--- src/rtl/axi_ar_xlat_front_if.sv ---
// rtl/axi_ar_xlat_front_if.sv - AR request, translator, memory-side AR and error record signals
interface axi_ar_xlat_front_if #(
  parameter int ADDR_W = 32,
  parameter int ID_W   = 4
);
  logic              s_arvalid;
  logic              s_arready;
  logic [ADDR_W-1:0] s_araddr;
  logic [ID_W-1:0]   s_arid;
  logic [7:0]        s_arlen;
  logic [2:0]        s_arsize;

  logic [ADDR_W-1:0] x_vaddr;
  logic [7:0]        x_len;
  logic [2:0]        x_size;
  logic              x_start;
  logic [ADDR_W-1:0] x_paddr;
  logic              x_done;
  logic              x_drop;

  logic              m_arvalid;
  logic              m_arready;
  logic [ADDR_W-1:0] m_araddr;
  logic [ID_W-1:0]   m_arid;
  logic [7:0]        m_arlen;
  logic [2:0]        m_arsize;

  logic              e_valid;
  logic              e_ready;
  logic [ID_W-1:0]   e_id;
  logic [1:0]        e_code;

  modport slave (
    input  s_arvalid, s_araddr, s_arid, s_arlen, s_arsize,
    input  x_paddr, x_done, x_drop, m_arready, e_ready,
    output s_arready, x_vaddr, x_len, x_size, x_start,
    output m_arvalid, m_araddr, m_arid, m_arlen, m_arsize,
    output e_valid, e_id, e_code
  );

  modport master (
    output s_arvalid, s_araddr, s_arid, s_arlen, s_arsize,
    output x_paddr, x_done, x_drop, m_arready, e_ready,
    input  s_arready, x_vaddr, x_len, x_size, x_start,
    input  m_arvalid, m_araddr, m_arid, m_arlen, m_arsize,
    input  e_valid, e_id, e_code
  );
endinterface

--- src/rtl/axi_ar_xlat_front.sv ---
// rtl/axi_ar_xlat_front.sv - AR buffer plus single-outstanding translation FSM with error records
module axi_ar_xlat_front #(
  parameter int ADDR_W     = 32,
  parameter int ID_W       = 4,
  parameter int FIFO_DEPTH = 2,
  parameter int TIMEOUT    = 16
) (
  input  logic                clk,
  input  logic                rstart,
  axi_ar_xlat_front_if.slave  bus,
  output logic                busy,
  output logic [15:0]         drop_cnt
);
  localparam int EW = ADDR_W + ID_W + 11;
  localparam int PW = $clog2(FIFO_DEPTH);
  localparam int CW = $clog2(FIFO_DEPTH + 1);
  localparam int TW = $clog2(TIMEOUT);

  typedef enum logic [2:0] {IDLE, REQ, WAIT, ISSUE, ERR} state_t;
  state_t state;

  logic [EW-1:0] mem [FIFO_DEPTH];
  logic [PW-1:0] wr_ptr, rd_ptr;
  logic [CW-1:0] count, count_nxt;
  logic          push, pop;
  logic [ID_W-1:0] w_id;
  logic [TW-1:0] tcnt;

  assign push = bus.s_arvalid && bus.s_arready;
  assign pop  = (state == IDLE) && (count != '0);
  assign count_nxt = count + CW'(push) - CW'(pop);
  assign busy = (state != IDLE) || (count != '0);

  always_ff @(posedge clk) begin
    if (push) mem[wr_ptr] <= {bus.s_araddr, bus.s_arid, bus.s_arlen, bus.s_arsize};
  end

  // s_arready comes from the next occupancy, so it is a plain register with no path from pop
  always_ff @(posedge clk or posedge rstart) begin
    if (rstart) begin
      wr_ptr        <= '0;
      rd_ptr        <= '0;
      count         <= '0;
      bus.s_arready <= 1'b1;
    end else begin
      if (push) wr_ptr <= wr_ptr + PW'(1);
      if (pop)  rd_ptr <= rd_ptr + PW'(1);
      count         <= count_nxt;
      bus.s_arready <= (count_nxt != CW'(FIFO_DEPTH));
    end
  end

  always_ff @(posedge clk or posedge rstart) begin
    if (rstart) begin
      state         <= IDLE;
      w_id          <= '0;
      tcnt          <= '0;
      drop_cnt      <= '0;
      bus.x_vaddr   <= '0;
      bus.x_len     <= '0;
      bus.x_size    <= '0;
      bus.x_start   <= 1'b0;
      bus.m_arvalid <= 1'b0;
      bus.m_araddr  <= '0;
      bus.m_arid    <= '0;
      bus.m_arlen   <= '0;
      bus.m_arsize  <= '0;
      bus.e_valid   <= 1'b0;
      bus.e_id      <= '0;
      bus.e_code    <= '0;
    end else begin
      case (state)
        IDLE: begin
          if (pop) begin
            {bus.x_vaddr, w_id, bus.x_len, bus.x_size} <= mem[rd_ptr];
            bus.x_start <= 1'b1;
            state       <= REQ;
          end
        end
        REQ: begin
          bus.x_start <= 1'b0;
          tcnt        <= '0;
          state       <= WAIT;
        end
        WAIT: begin
          // drop has priority over done; timeout only when neither result arrived
          if (bus.x_drop || (!bus.x_done && tcnt == TW'(TIMEOUT - 1))) begin
            bus.e_valid <= 1'b1;
            bus.e_id    <= w_id;
            bus.e_code  <= bus.x_drop ? 2'b01 : 2'b10;
            if (drop_cnt != 16'hFFFF) drop_cnt <= drop_cnt + 16'd1;
            bus.x_vaddr <= '0;
            bus.x_len   <= '0;
            bus.x_size  <= '0;
            state       <= ERR;
          end else if (bus.x_done) begin
            bus.m_arvalid <= 1'b1;
            bus.m_araddr  <= bus.x_paddr;
            bus.m_arid    <= w_id;
            bus.m_arlen   <= bus.x_len;
            bus.m_arsize  <= bus.x_size;
            bus.x_vaddr   <= '0;
            bus.x_len     <= '0;
            bus.x_size    <= '0;
            state         <= ISSUE;
          end else begin
            tcnt <= tcnt + TW'(1);
          end
        end
        ISSUE: begin
          if (bus.m_arready) begin
            bus.m_arvalid <= 1'b0;
            state         <= IDLE;
          end
        end
        ERR: begin
          if (bus.e_ready) begin
            bus.e_valid <= 1'b0;
            state       <= IDLE;
          end
        end
        default: state <= IDLE;
      endcase
    end
  end
endmodule

--- src/flat_wrapper.sv ---
// flat-port wrapper written by rule: the top's interface ports become plain ports
module axi_ar_xlat_front_flat 
#(
  parameter int ADDR_W     = 32,
  parameter int ID_W       = 4,
  parameter int FIFO_DEPTH = 2,
  parameter int TIMEOUT    = 16
)
  (clk, rstart, busy, drop_cnt, bus_s_arvalid, bus_s_araddr, bus_s_arid, bus_s_arlen, bus_s_arsize, bus_x_paddr, bus_x_done, bus_x_drop, bus_m_arready, bus_e_ready, bus_s_arready, bus_x_vaddr, bus_x_len, bus_x_size, bus_x_start, bus_m_arvalid, bus_m_araddr, bus_m_arid, bus_m_arlen, bus_m_arsize, bus_e_valid, bus_e_id, bus_e_code);
  axi_ar_xlat_front_if #(.ADDR_W(ADDR_W), .ID_W(ID_W)) bus_i ();
  input  logic clk;
  input  logic rstart;
  output logic busy;
  output logic [15:0] drop_cnt;
  input wire logic [$bits(bus_i.s_arvalid)-1:0] bus_s_arvalid;
  input wire logic [$bits(bus_i.s_araddr)-1:0] bus_s_araddr;
  input wire logic [$bits(bus_i.s_arid)-1:0] bus_s_arid;
  input wire logic [$bits(bus_i.s_arlen)-1:0] bus_s_arlen;
  input wire logic [$bits(bus_i.s_arsize)-1:0] bus_s_arsize;
  input wire logic [$bits(bus_i.x_paddr)-1:0] bus_x_paddr;
  input wire logic [$bits(bus_i.x_done)-1:0] bus_x_done;
  input wire logic [$bits(bus_i.x_drop)-1:0] bus_x_drop;
  input wire logic [$bits(bus_i.m_arready)-1:0] bus_m_arready;
  input wire logic [$bits(bus_i.e_ready)-1:0] bus_e_ready;
  output wire logic [$bits(bus_i.s_arready)-1:0] bus_s_arready;
  output wire logic [$bits(bus_i.x_vaddr)-1:0] bus_x_vaddr;
  output wire logic [$bits(bus_i.x_len)-1:0] bus_x_len;
  output wire logic [$bits(bus_i.x_size)-1:0] bus_x_size;
  output wire logic [$bits(bus_i.x_start)-1:0] bus_x_start;
  output wire logic [$bits(bus_i.m_arvalid)-1:0] bus_m_arvalid;
  output wire logic [$bits(bus_i.m_araddr)-1:0] bus_m_araddr;
  output wire logic [$bits(bus_i.m_arid)-1:0] bus_m_arid;
  output wire logic [$bits(bus_i.m_arlen)-1:0] bus_m_arlen;
  output wire logic [$bits(bus_i.m_arsize)-1:0] bus_m_arsize;
  output wire logic [$bits(bus_i.e_valid)-1:0] bus_e_valid;
  output wire logic [$bits(bus_i.e_id)-1:0] bus_e_id;
  output wire logic [$bits(bus_i.e_code)-1:0] bus_e_code;
  assign bus_i.s_arvalid = bus_s_arvalid;
  assign bus_i.s_araddr = bus_s_araddr;
  assign bus_i.s_arid = bus_s_arid;
  assign bus_i.s_arlen = bus_s_arlen;
  assign bus_i.s_arsize = bus_s_arsize;
  assign bus_i.x_paddr = bus_x_paddr;
  assign bus_i.x_done = bus_x_done;
  assign bus_i.x_drop = bus_x_drop;
  assign bus_i.m_arready = bus_m_arready;
  assign bus_i.e_ready = bus_e_ready;
  assign bus_s_arready = bus_i.s_arready;
  assign bus_x_vaddr = bus_i.x_vaddr;
  assign bus_x_len = bus_i.x_len;
  assign bus_x_size = bus_i.x_size;
  assign bus_x_start = bus_i.x_start;
  assign bus_m_arvalid = bus_i.m_arvalid;
  assign bus_m_araddr = bus_i.m_araddr;
  assign bus_m_arid = bus_i.m_arid;
  assign bus_m_arlen = bus_i.m_arlen;
  assign bus_m_arsize = bus_i.m_arsize;
  assign bus_e_valid = bus_i.e_valid;
  assign bus_e_id = bus_i.e_id;
  assign bus_e_code = bus_i.e_code;
  axi_ar_xlat_front #(.ADDR_W(ADDR_W), .ID_W(ID_W), .FIFO_DEPTH(FIFO_DEPTH), .TIMEOUT(TIMEOUT)) u_core (.clk(clk), .rstart(rstart), .bus(bus_i), .busy(busy), .drop_cnt(drop_cnt));
endmodule
--- config.mk ---
export PLATFORM = sky130hd
export DESIGN_NAME = axi_ar_xlat_front_flat
export DESIGN_NICKNAME = d
export VERILOG_FILES = /design/src/rtl/axi_ar_xlat_front_if.sv /design/src/rtl/axi_ar_xlat_front.sv /design/src/flat_wrapper.sv
export SDC_FILE = /design/constraint.sdc
export NUM_CORES = 1
export LEC_CHECK = 0
export ABC_AREA = 0
export CORE_ASPECT_RATIO = 1.2
export CORE_MARGIN = 4
export CORE_UTILIZATION = 25
export DETAILED_ROUTE_END_ITERATION = 12
export HOLD_SLACK_MARGIN = 0.02
export PLACE_DENSITY = 0.51
export SLEW_MARGIN = 30
export SYNTH_ARGS = -nofsm -noshare
export SYNTH_HDL_FRONTEND = slang
export SYNTH_SLANG_ARGS = --single-unit
--- constraint.sdc ---
create_clock -name clk -period 4.2 [get_ports clk]
set_clock_uncertainty 0.1 [all_clocks]
set_input_delay 0.84 -clock clk [delete_from_list [all_inputs] [get_ports clk]]
set_output_delay 0.84 -clock clk [all_outputs]
set_load 0.01 [all_outputs]
Yosys cells after proc, flatten, opt, wreduce, memory -nomap -nowiden
Memories as Yosys holds them, arrays and structs flattened.
Cells that the tools add are included.
- register bits after elaboration: 131
- input port bits: 86
- memories kept: 1
- RAM bits: 94
- word-level logic and storage cells: 100
- output and inout port bits: 117
- memories (memory ; depth ; bits a word ; read ports ; clocked after Yosys merged registers in ; write ports ; line ; source):
    u_core.mem ; 2 ; 47 ; 1 ; 0 ; 1 ; axi_ar_xlat_front.sv:22 ; logic [EW-1:0] mem [FIFO_DEPTH];
- reductions and logical operators: 24
- bitwise logic cells: 1
- muxes and demuxes: 33
- equality and inequality tests: 15
- add/subtract/negate cells: 6
- operators with widths (kind ; number):
    $mux 32 ; 3
    $pmux 32 s2 ; 1
    $mux 3 ; 8
    $mux 8 ; 3
    $add 16x1->16 const B ; 1
    $ne 16x16->1 const B ; 1
    $pmux 8 s2 ; 1
    $pmux 3 s5 ; 1
    $reduce_and 3->1 ; 5
    $ne 2x2->1 const B ; 6
    $reduce_bool 2->1 ; 6
    $mux 1 ; 8
    $mux 4 ; 2
    $pmux 4 s2 ; 1
    $reduce_and 4->1 ; 2
    $eq 3x2->1 const B ; 2
    $pmux 1 s2 ; 3
    $pmux 3 s2 ; 1
    $reduce_and 2->1 ; 3
    $add 4x1->4 const B ; 1
    $eq 4x4->1 const B ; 1
    $ne 2x1->1 const B ; 2
    $eq 3x1->1 const B ; 1
    $eq 3x3->1 const B ; 1
    11 further kinds ; 15

Logic depth before layout (Yosys ltp)
Gate-level depths: netlist (run 1).
- word-level depth: 5
- gate-level depth with buffers: 9
- mapped depth without buffers: 8

Worst setup path before layout (run 1)
No wires, ideal clock.
- kind: in2reg
- from: input bus_s_arvalid
- to: memory u_core.mem[0][0] (netlist bit) (enable)
- buffers on the path: 0
- stages: 2
- setup time: 452 ps
- path slack: 740 ps
- arrival time: 2908 ps
- data required time: 3648 ps
- path through: nand2_1 > nor2_1
- word-level cells in the longest chain between the ends: 3
- ends and longest elaborated chain (what ; line ; source):
    start: declaration ; flat_wrapper.sv:15 ; input wire logic [$bits(bus_i.s_arvalid)-1:0] bus_s_arvalid;
    $logic_and 1x1->1 ; axi_ar_xlat_front.sv:29 ; assign push = bus.s_arvalid && bus.s_arready;
    $mux 1 ; axi_ar_xlat_front.sv:35 ; if (push) mem[wr_ptr] <= {bus.s_araddr, bus.s_arid, bus.s_arlen, bus.s_arsize};
    $mux 1 (implied by the code) ; axi_ar_xlat_front.sv:35 ;
    end: declaration ; axi_ar_xlat_front.sv:22 ;
No other way between the ends.

Final worst setup path (run 1)
- from: register u_core.state[1]
- to: output busy
- word-level cells in the longest chain between the ends: 2
- ends and longest elaborated chain (what ; line ; source):
    start: declaration ; axi_ar_xlat_front.sv:20 ; state_t state;
    start signal: assignment ; axi_ar_xlat_front.sv:55 ; state <= IDLE;
    start signal: assignment ; axi_ar_xlat_front.sv:77 ; state <= REQ;
    start signal: assignment ; axi_ar_xlat_front.sv:83 ; state <= WAIT;
    $reduce_bool 3->1 ; axi_ar_xlat_front.sv:32 ; assign busy = (state != IDLE) || (count != '0);
    $logic_or 1x1->1 ; axi_ar_xlat_front.sv:32 ;
    end: declaration ; flat_wrapper.sv:13 ; output logic busy;
No other way between the ends.

==> out/metrics.cfg, run 1 <==
[run_status]
outcome = completed

[cells_and_area]
finalNetCount = 878
syn2layout_area_growth_pct = 39.0
final_area_sq_um = 12100
stdcell_count = 1263
diodes = 0
drive_above_1_share = 0.147

[critical_path]
cpPeakStageDelay_ns = 0.71
crit_type = register to output port
slowest_stage = dfrtp_1
cp.arrival_ns = 2.06
reg2reg_depth = 4
cp-end-kind = output port
critPathLaunchType = register
required_ns = 3.26
crit_fanout = 19
path_cells = nor2_1 -> nand3b_1 -> clkdlybuf4s50_1

[timing]
slew_headroom = 0.366
fmax_mhz = 334
setup_viol = 0
whs_ns = 0.391
rsz0062_at_grt = false
fin_crit_ns = 3.00
period_share = 0.714
hold_viol_final = 0
slew_violations = 0
setup_tns_ns = 0
tightest_slew_ns = 0.951

[clocking]
cts_buffer_depth = 3
cts_made_buffers = 25
cts.repair.resized = 0
root_buffer = clkbuf_16
cts_tree = built
hold_buffers = 0
cts_setup_buffers = 0
insertion_delay_ns = 0.53
path_clk_slew_ns = 0.06
htree_levels = 1
cts.sinks = 225

[global_route]
overflow = 0
first_global_vias = 5514
grt_first_pass_wirelength_um = 31200
antenna_found_initial = 0
track_usage = 0.104
grt_max_degree = 132

[floorplanning]
core.rowCount = 74
io_pins = 203
core_sq_um = 34300
start_util = 0.255
die_y_um = 213
die_w_um = 179
die_area_sq_um = 38000

[synth]
ys_seq_area_frac = 0.699
ys_seq_elements = 225
synthCells = 580
synth_top_area_share = 0.372
ys.flop_type = dfrtp_1
yosysMostFrequentCell = dfrtp_1
syn_nets = 670
yosys.area.top_type = dfrtp_1
ys_top_cells_by_area = dfrtp_1, edfxtp_1, mux2_2
yosysWarnings = 0
synth_commonest_cells = dfrtp_1, edfxtp_1, nand2_1
async_flop_share = 0.582
synth_cell_type_count = 46
synth_edf_count = 94
syn_avg_cell_area_sq_um = 15.1
synth_area_sq_um = 8730

[power]
power_w = 0.00900
peakVddDrop_uv = 348
power.density_nw_per_um2 = 741
p_leak_nw = 4.79

[placed_design]
dp_hpwl_um = 13400
port_buffers = 202
dp.cells = 1217
gp_congestion = 0.754
post_dp_cell_area_sq_um = 11300

[detailed_routing]
drt_pass1_iterations = 4
ant_nets = 0
avgRoutedWirePerCell_um = 16.2
route.detailed.drc = 0
drt-vias-per-instance = 4.22
routed_wl_um = 20400
drt_iter0_markers = 291
dr_total_vias = 5329

[min_path]
holdPathStages = 2
worst_hold_path_type = register to register

[job]
maxCapViolCount = 0

==> critical path: cells and delay by family (launching register included) <==
kind | cells | cell delay (ns)
buffers and inverters | 1 | 0.55
DFF | 1 | 0.71
and+or+nand+nor | 2 | 0.27
==> layout make-up <==
| class | instances | area (sq um) |
|---|---|---|
| Inverter | 6 | 26.3 |
| Sequential cell | 225 | 6110 |
| Timing Repair Buffer | 216 | 2190 |
| Tap cell | 456 | 571 |
| Multi-Input combinational cell | 314 | 2410 |
| Clock buffer | 32 | 662 |
| Clock inverter | 14 | 171 |
| Fill cell | 3350 | 22100 |
==> cell families after synthesis <==
kind of cell,Yosys count,share of synthesized area
DFF,225,0.699
and+or+nand+nor,121,0.0675
muxes,99,0.121
AOI/OAI and AO/OA,71,0.0605
buffers and inverters,41,0.0278
xor gates and xnor gates,19,0.0191
adders and majority gates,4,0.00573
==> placed cells by master, fill, tap and decap left out, types with 2 or more instances in the layout <==
| master | instances |
|---|---|
| clkbuf_1 | 6 |
| clkinv_2 | 4 |
| nand3_1 | 3 |
| mux2i_1 | 47 |
| nor4_1 | 7 |
| nand2_1 | 59 |
| clkinvlp_4 | 2 |
| nor4b_1 | 2 |
| edfxtp_1 | 94 |
| clkdlybuf4s50_1 | 202 |
| buf_4 | 9 |
| ha_1 | 4 |
| o211ai_1 | 3 |
| nor3_1 | 7 |
| and3_1 | 2 |
| xor2_1 | 16 |
| xnor2_1 | 3 |
| dfrtp_1 | 129 |
| o31ai_1 | 40 |
| buf_12 | 5 |
| bufinv_16 | 4 |
| o21ai_0 | 5 |
| nand2b_1 | 3 |
| a21o_1 | 2 |
| nand4_1 | 7 |
| nand3b_1 | 3 |
| inv_1 | 5 |
| clkbuf_16 | 25 |
| mux2_2 | 52 |
| o31ai_2 | 3 |
| clkinv_1 | 4 |
| or2_2 | 2 |
| a21oi_1 | 8 |
| nor2_1 | 16 |
==> registers in the layout (all words and copies together), names as in the netlist, 4 cells and up <==
register	count
u_core.bus.x_vaddr	32
u_core.mem	94
u_core.bus.m_arlen	8
u_core.bus.x_len	8
u_core.bus.e_id	4
u_core.bus.m_araddr	32
u_core.w_id	4
u_core.bus.m_arid	4
u_core.tcnt	4
u_core.drop_cnt	16
==> final timing paths <==
check | start | end | slack, ns
worst max-delay path | u_core.state[1]$_DFFE_PP0P_ | busy | 1.20
worst min-delay path | u_core.bus.x_vaddr[16]$_DFFE_PP0P_ | u_core.bus.x_vaddr[16]$_DFFE_PP0P_ | 0.39
worst max register to register | u_core.state[1]$_DFFE_PP0P_ | u_core.bus.m_arlen[0]$_DFFE_PP0P_ | 1.66
worst min register to register | u_core.bus.x_vaddr[16]$_DFFE_PP0P_ | u_core.bus.x_vaddr[16]$_DFFE_PP0P_ | 0.39
max in group asynchronous | rstart | u_core.rd_ptr$_DFFE_PP0P_ | 2.65
min in group asynchronous | rstart | u_core.drop_cnt[4]$_DFFE_PP0P_ | 0.78
==> power breakdown <==
part	total [W]	leakage, nW	internal [W]	switching (W)
logic	0.00310	1.88	0.00172	0.00138
registers	0.00368	2.50	0.00309	0.000586
clock network	0.00222	0.405	0.00136	0.000864
==> stage by stage <==
step                setup WS (ns)   util
floorplan                   0.740      -
global placement             1.11  0.330
detailed placement           1.05  0.330
CTS                          1.15  0.354
global route                 1.03  0.354
finish                       1.20  0.354
==> routing by layer <==
layer,vias up,global-route usage,wire [um]
li1,2556,-,-
met1,2581,0.129,8630
met2,165,0.178,9820
met3,27,0.0262,1500
met4,0,0.0336,448
met5,-,0,0
Power figures use the tool's default switching activity.
==> run 2: changes to the inputs <==
PLACE_DENSITY = 0.5   (was 0.51)
clock period = 3.1 ns   (was 4.2 ns; I/O delays follow)
==> out/metrics.cfg, run 2 (synthesis results as in run 1) <==
[critical_path]
cp.arrival_ns = 2.06
crit_fanout = 19
required_ns = 2.38
critPathLaunchType = register
cp-end-kind = output port
crit_type = register to output port

[cells_and_area]
syn2layout_area_growth_pct = 39.1
largest_reg_flops = 94
finalNetCount = 880
top_regs = u_core.mem (94), u_core.bus.m_araddr (32), u_core.bus.x_vaddr (32)
post-route-util = 0.355
nFillCells = 3358
final_common_cell = clkdlybuf4s50_1
most-common-layout-cells = clkdlybuf4s50_1, dfrtp_1, edfxtp_1
drive_above_1_share = 0.147
final_area_sq_um = 12100
stdcell_count = 1267
regMostFlops = u_core.mem

[detailed_routing]
route.detailed.drc = 0
drt_pass1_iterations = 6
ant_nets = 0
routed_wl_um = 20600
avgRoutedWirePerCell_um = 16.3
drt-vias-per-instance = 4.25
drt_iter0_markers = 171
dr_total_vias = 5388

[global_route]
grt_first_pass_wirelength_um = 31600
antenna_found_initial = 1
met3_usage = 0.0299
first_global_vias = 5678
top_usage_layer = met2
grt_use_met1 = 0.124
track_usage = 0.105
overflow = 0
gr-usage-met2 = 0.184
grt_max_degree = 88

[floorplanning]
die_area_sq_um = 38000
core_sq_um = 34300
io_pins = 203
die_w_um = 179
die_y_um = 213
start_util = 0.255
core.rowCount = 74

[clocking]
insertion_delay_ns = 0.54
cts_made_buffers = 26
root_buffer = clkbuf_16
cts_tree = built
cts_setup_buffers = 0
htree_levels = 1
cts.repair.resized = 0
cts_buffer_depth = 3
path_clk_slew_ns = 0.06
cts.sinks = 225
hold_buffers = 0

[timing]
rsz0062_at_grt = false
fin_crit_ns = 2.78
whs_ns = 0.341
slew_violations = 0
period_share = 0.897
setup_tns_ns = 0
fmax_mhz = 360
hold_viol_final = 0
slew_headroom = 0.360
setup_viol = 0
tightest_slew_ns = 0.960

[run_status]
outcome = completed

[placed_design]
dp.cells = 1218
port_buffers = 202
dp_hpwl_um = 13700
post_dp_cell_area_sq_um = 11300
gp_congestion = 0.729

[min_path]
worst_hold_path_type = input port to async pin

[power]
peakVddDrop_uv = 495
p_leak_nw = 4.79
power.density_nw_per_um2 = 988

[job]
maxCapViolCount = 0

## run 2: cell types whose count changed in the layout (fill, tap and decap cells not counted), sizes merged
cell,delta
clkbuf,+7
clkinv,-1
diode,+1
inv,-1
bufinv,-3
buf,+1
## run 2: path summary, 6_finish.rpt
kind                                                          from                             endpoint  slack, ns  depth (start not counted)
worst min register to register  u_core.bus.x_vaddr[30]$_DFFE_PP0P_   u_core.bus.x_vaddr[30]$_DFFE_PP0P_       0.38                          2
worst max-delay path                   u_core.state[0]$_DFFE_PP0P_                                 busy       0.32                          2
max in group asynchronous                                   rstart   u_core.bus.x_vaddr[30]$_DFFE_PP0P_       1.83                          3
worst min-delay path                                        rstart       u_core.drop_cnt[3]$_DFFE_PP0P_       0.34                          2
worst max register to register         u_core.state[0]$_DFFE_PP0P_  u_core.bus.m_araddr[31]$_DFFE_PP0P_       0.82                          4
min in group clk                u_core.bus.x_vaddr[30]$_DFFE_PP0P_   u_core.bus.x_vaddr[30]$_DFFE_PP0P_       0.38                          2
## run 2: critical path: stages, from the launching register on
cell and delay [ns]:
dfrtp_1 0.75, nand3b_1 0.22, clkdlybuf4s50_1 0.55
## run 2: area by class of cell
type	count	area (sq um)	area share
clock buffer	39	751	0.0618
antenna	1	2.50	0.000206
timing repair buffer	217	2210	0.182
sequential	225	6110	0.503
clock inverter	9	67.6	0.00556
multi-input combinational	314	2410	0.199
tap	456	571	0.0470
inverter	6	26.3	0.00216
## run 2: power breakdown
part / internal (W) / total, W / switching (W)
registers: 0.00419 / 0.00494 / 0.000754
logic: 0.00227 / 0.00415 / 0.00188
clock network: 0.00174 / 0.00291 / 0.00117
## run 2: stage by stage
stage,worst slack [ns],total power [W]
after floorplan,0.641,0.00718
after global placement,0.615,0.00923
after detailed placement,0.580,0.00929
after CTS,0.266,0.0123
after global routing,0.220,0.0128
final,0.319,0.0120
## run 2: layer usage
| layer | share of wire | wire length (um) |
|---|---|---|
| met1 | 0.40 | 8300 |
| met2 | 0.49 | 10100 |
| met3 | 0.081 | 1670 |
| met4 | 0.025 | 516 |
| met5 | 0 | 0 |
